<file path="src/rtl/rx_fifo_pkg.sv">
// Shared defaults and types for the receive-side character FIFO.
package rx_fifo_pkg;

    localparam int unsigned DATA_W_DEFAULT = 8;
    localparam int unsigned DEPTH_DEFAULT  = 16;

    typedef logic [7:0] char_t;

endpackage

</file>
<file path="src/rtl/rise_detect.sv">
// One-cycle pulse on each rising edge of a level input.
module rise_detect (
    input  logic clock,
    input  logic reset,
    input  logic level,
    output logic pulse
);

    logic level_q;

    // History resets high so a level already high at reset release is not an edge.
    always_ff @(posedge clock) begin
        if (reset) begin
            level_q <= 1'b1;
        end else begin
            level_q <= level;
        end
    end

    assign pulse = level & ~level_q;

endmodule

</file>
<file path="src/rtl/rx_char_fifo.sv">
// Character FIFO between the serial receiver and the CPU's PIO polling loop,
// with a sticky overflow flag for characters dropped while full.
module rx_char_fifo
    import rx_fifo_pkg::*;
#(
    parameter int unsigned DATA_W = DATA_W_DEFAULT,
    parameter int unsigned DEPTH  = DEPTH_DEFAULT,
    localparam int unsigned ADDR_W = $clog2(DEPTH)
) (
    input  logic              clock,
    input  logic              reset,
    input  logic              char_received,
    input  logic [DATA_W-1:0] parallel_in,
    input  logic              cpu_ack,
    input  logic              clear_overflow,
    output logic [DATA_W-1:0] data_out,
    output logic              data_valid,
    output logic [ADDR_W:0]   count,
    output logic              full,
    output logic              overflow
);

    localparam logic [ADDR_W:0] CountFull = (ADDR_W + 1)'(DEPTH);
    localparam logic [ADDR_W:0] CountOne  = (ADDR_W + 1)'(1);

    logic              push_evt;
    logic              pop_evt;
    logic              do_push;
    logic              do_pop;
    logic              drop;
    logic              empty;

    logic [ADDR_W-1:0] wr_ptr_q, wr_ptr_d;
    logic [ADDR_W-1:0] rd_ptr_q, rd_ptr_d;
    logic [ADDR_W:0]   count_q, count_d;
    logic              overflow_q, overflow_d;
    logic [DATA_W-1:0] mem_q [DEPTH];

    rise_detect u_push_detect (
        .clock (clock),
        .reset (reset),
        .level (char_received),
        .pulse (push_evt)
    );

    rise_detect u_pop_detect (
        .clock (clock),
        .reset (reset),
        .level (cpu_ack),
        .pulse (pop_evt)
    );

    assign empty = (count_q == '0);
    assign full  = (count_q == CountFull);

    // A pop frees the slot a same-cycle push needs, so full + pop never drops.
    assign do_pop  = pop_evt & ~empty;
    assign do_push = push_evt & (~full | do_pop);
    assign drop    = push_evt & full & ~pop_evt;

    always_comb begin
        wr_ptr_d   = wr_ptr_q;
        rd_ptr_d   = rd_ptr_q;
        count_d    = count_q;
        overflow_d = overflow_q;

        if (do_push) begin
            wr_ptr_d = wr_ptr_q + 1'b1;
        end
        if (do_pop) begin
            rd_ptr_d = rd_ptr_q + 1'b1;
        end

        unique case ({do_push, do_pop})
            2'b10:   count_d = count_q + CountOne;
            2'b01:   count_d = count_q - CountOne;
            default: count_d = count_q;
        endcase

        if (drop) begin
            overflow_d = 1'b1;
        end else if (clear_overflow) begin
            overflow_d = 1'b0;
        end
    end

    always_ff @(posedge clock) begin
        if (reset) begin
            wr_ptr_q   <= '0;
            rd_ptr_q   <= '0;
            count_q    <= '0;
            overflow_q <= 1'b0;
        end else begin
            wr_ptr_q   <= wr_ptr_d;
            rd_ptr_q   <= rd_ptr_d;
            count_q    <= count_d;
            overflow_q <= overflow_d;
        end
    end

    // Storage is left uncleared on reset; the count mask hides stale entries.
    always_ff @(posedge clock) begin
        if (!reset && do_push) begin
            mem_q[wr_ptr_q] <= parallel_in;
        end
    end

    assign data_out   = empty ? '0 : mem_q[rd_ptr_q];
    assign data_valid = ~empty;
    assign count      = count_q;
    assign overflow   = overflow_q;

endmodule

</file>
<file path="config.mk">
export PLATFORM = sky130hd
export DESIGN_NAME = rx_char_fifo
export DESIGN_NICKNAME = d
export VERILOG_FILES = /design/src/rtl/rx_fifo_pkg.sv /design/src/rtl/rise_detect.sv /design/src/rtl/rx_char_fifo.sv
export SDC_FILE = /design/constraint.sdc
export NUM_CORES = 1
export LEC_CHECK = 0
export ABC_AREA = 1
export CORE_UTILIZATION = 55
export DETAILED_ROUTE_END_ITERATION = 10
export GPL_TIMING_DRIVEN = 1
export PLACE_DENSITY = 0.74
export SYNTH_ARGS = -nofsm -noshare
export SYNTH_HDL_FRONTEND = slang
export SYNTH_SLANG_ARGS = --single-unit
</file>
<file path="constraint.sdc">
create_clock -name clock -period 2.2 [get_ports clock]
set_input_delay 0.44 -clock clock [delete_from_list [all_inputs] [get_ports clock]]
set_output_delay 0.44 -clock clock [all_outputs]
set_load 0.01 [all_outputs]
</file>
==> metrics.md <==
| Metric | Value |
|---|---|
| Total GRT Usage | `between 20 and 30%` |
| First-pass GRT wire length | `23700 µm` |
| Layout cells sized above 1 | `25.0%` |
| Setup TNS | `-2.08 ns` |
| Seq cells post-synth | `148` |
| Status | `finished with violations` |
| Post-synth design cell area | `6080 µm²` |
| Arrival @ worst endpoint | `2.05 ns` |
| Seq/Total Area, Yosys | `between 60% and 70%` |
| Unique cell type count in the Yosys netlist | `30` |
| Row cnt | `38` |
| Routed WL per cell | `20.9 µm` |
| Post-route DRC | `0` |
| Kind of critical path | `flop to output port` |
| Reg2reg setup slack | `0.36 ns` |
| Worst setup EP type | `output port` |
| Fillers | `684` |
| CORE AREA | `10800 µm²` |
| Crit path required time | `1.76 ns` |
| Final hold vios | `0` |
| Initial DRC count | `379` |
| Primary FF master, synth | `edfxtp_1` |
| Sequential Power Share | `46.3%` |
| Yosys warning count | `0` |
| Initial Util | `56.3%` |
| Skew-Pair Late Insertion Delay | `0.55 ns` |
| Yosys top cell by area | `edfxtp_1` |
| Drt pass-1 iters | `5` |
| Power Dens Cells | `between 800 and 900 nW/µm²` |
| Vias in the first global route | `4455` |
| Layout Nets | `610` |
| Finished Layout Cells | `between 700 and 800` |
| Final min period | `2.49 ns` |
| CTS tree | `built` |
| Total CTS buffers | `17` |
| Clock slew at reported path FFs | `0.06 ns` |
| GPL Wtd Cong | `0.819` |
| Clk network pwr share | `45.3%` |
| Final Max Tran Viols | `0` |
| Clk root buf | `clkbuf_8` |
| Vias/cell | `6.07` |
| Reg-to-reg critical path startpoint | `count[1]` |
| Routed via count | `4508` |
| Combinational group share of total power | `8.4%` |
| I/O Pins | `29` |
| Gr ovfl total | `0` |
| Failing checks | `setup timing` |
| Worst Path Max Fanout | `13` |
| Fin crit share | `113%` |
| Final setup violation count | `8` |
| Cells after Synth | `509` |
| Syn_nets | `529` |
| R2R depth | `10` |
| Final HPWL DP | `9350 µm` |
| Final WS setup | `-0.292 ns` |
| Fin Clk Skew | `0.0105 ns` |
| NetSw | `1440 µW` |
| CTS H-tree lvls | `4` |
| Hold path depth | `2` |
| Yosys top cell area share | `63.2%` |
| CTS sink count | `148` |
| Switching Fraction | `21.6%` |
| Die H | `107 µm` |
| Asr flop ratio synth | `0%` |
| Initial antenna violation count | `0` |
| Top post-synthesis cells by count | `128 x edfxtp_1, 105 x nor2_1, 78 x o21ai_0` |
| Pre-CTS WS | `-0.166 ns` |
| VDD IR-drop max | `0.508 mV` |
| RSZ-0062 raised after global routing | `yes` |
| Avg Cell Area, Syn | `11.9 µm²` |
| CP startpoint kind | `flop` |
| Post-route ant nets | `0` |
| Relative slew slack | `51.3%` |
| Fmax | `401 MHz` |
| Slew @ Worst Pin | `0.728 ns` |
| Hold/Removal Path Class | `flop to flop` |
| Max-cap violation count | `0` |
| Leak | `0.00283 µW` |
| RR Endpoint | `count[4]` |
| Hold_sp | `rd_ptr_q[3]` |
| Die ar. | `between 10000 and 15000 µm²` |
| Number of synthesized flops with an enable pin | `128` |
| Pint | `5220 µW` |
| Cells after DPL | `702` |
| Final wirelength | `approximately 15000 µm` |
| Most common cell in the synthesized netlist | `edfxtp_1` |
| Largest net degree at the start of global routing | `21` |
| Longest Clk Path Bufs | `2` |
| Top post-synthesis cells by area | `edfxtp_1 63%, dfxtp_1 6.6%, nor2_1 6.5%` |
| Port bufs | `28` |
| Die X | `107 µm` |
| Area Overhead vs Synth | `27.2%` |
| Antenna Cells | `0` |
## metrics by stage
step / total power (µW) / utilization, % / hold slack [ns] / area, µm²
2_1_floorplan: 3400 / - / 0.436 / 6080
3_3_place_gp: 3640 / 63.2 / 0.454 / 6820
3_5_place_dp: 3650 / 63.2 / 0.454 / 6820
4_1_cts: 6660 / 70.8 / 0.474 / 7640
5_1_grt: 6830 / 71.7 / 0.505 / 7730
6_report: 6660 / 71.7 / 0.467 / 7730
## critical path: stages (launching register included)
cell,delay (ns)
dfxtp_4,0.45
clkinv_8,0.12
buf_6,0.17
o21ai_2,0.12
o22ai_1,0.10
nor2_1,0.10
nor2_1,0.04
o21ai_1,0.15
a21oi_2,0.09
buf_2,0.16
## final cells by class
class | count | area, µm² | share of cell area [%]
tap | 140 | 175 | 2.27
multi-input combinational | 308 | 1750 | 22.7
sequential | 148 | 4250 | 55.0
clock inverter | 9 | 153 | 1.97
clock buffer | 23 | 467 | 6.03
timing repair buffer | 86 | 810 | 10.5
inverter | 29 | 126 | 1.63
## cell families after synthesis
family,after synthesis,share of synthesized area (%)
XOR/XNOR,1,0.144
adder cells (fa/ha/maj),7,1.44
buffers and inverters,53,3.70
AO/OA/AOI/OAI,131,12.6
AND/OR/NAND/NOR,169,12.3
flip-flops,148,69.8
## cell usage in the layout, fill, tap and decap left out, types with 2 or more instances in the layout
cell type / Yosys / routed
o221ai_2: 0 / 2
clkbuf_1: 14 / 3
nor2_4: 2 / 5
nor2_2: 4 / 9
buf_8: 0 / 3
o22ai_2: 0 / 3
edfxtp_1: 128 / 128
or2_2: 2 / 2
a21oi_2: 0 / 4
dfxtp_4: 0 / 2
nand3_2: 2 / 3
nor2_1: 105 / 97
nand2_2: 2 / 2
buf_2: 7 / 9
inv_2: 4 / 3
o21ai_0: 78 / 47
clkinv_2: 0 / 3
a21oi_1: 18 / 14
nand4_1: 4 / 4
clkinv_4: 0 / 2
dfxtp_1: 20 / 18
buf_16: 0 / 2
o221ai_1: 18 / 16
clkdlybuf4s50_1: 0 / 18
o21ai_1: 0 / 18
o22ai_1: 14 / 11
inv_1: 24 / 23
buf_6: 0 / 6
ha_1: 7 / 7
nand2_1: 26 / 26
buf_12: 0 / 4
o21ai_2: 0 / 12
buf_4: 2 / 42
bufinv_16: 0 / 4
clkbuf_16: 0 / 16
nand3_1: 19 / 18
clkbuf_8: 1 / 4
## state kept, by name, summed over array words and instances (netlist names), named ones only
signal and cells:
u_push_detect.level_q 1, mem_q 128, count 5, wr_ptr_q 4
u_pop_detect.level_q 1, overflow 1, rd_ptr_q 4
## power groups by stage
stage | logic, µW | clock network (µW) | registers [µW]
3_5_place_dp | 506 | 0 | 3140
4_1_cts | 539 | 3030 | 3090
3_3_place_gp | 494 | 0 | 3140
6_report | 561 | 3010 | 3090
5_1_grt | 604 | 3140 | 3090
2_1_floorplan | 252 | 0 | 3140
## worst max-delay path by stage
stage	from	to	slack, ns	cells past startpoint
after floorplan	count[0]	mem_q[3][0]	0.35	6
after global placement	flop	data_out[6]	-0.11	7
after detailed placement	flop	data_out[2]	-0.17	9
after CTS	flop	data_out[1]	-0.28	7
after global routing	flop	data_out[0]	-0.36	9
final	flop	data_out[2]	-0.29	9
## layer usage
layer / GRT usage [%] / wire length (µm) / share of wire [%]
met2: 47.7 / 7930 / 51
met5: 0 / 0 / 0
met3: 6.44 / 1300 / 8.4
met1: 34.9 / 5680 / 37
met4: 16.7 / 582 / 3.8
## what timing repair did
item / CTS / global route
gates cloned: 5 / 0
endpoints found under the hold margin: 0 / 0
pin swaps: 17 / 11
hold buffers: 0 / 0
endpoints found under the setup margin: 9 / 9
buffers inserted: 3 / 2
resized for setup: 90 / 39
Power figures use the tool's default switching activity.
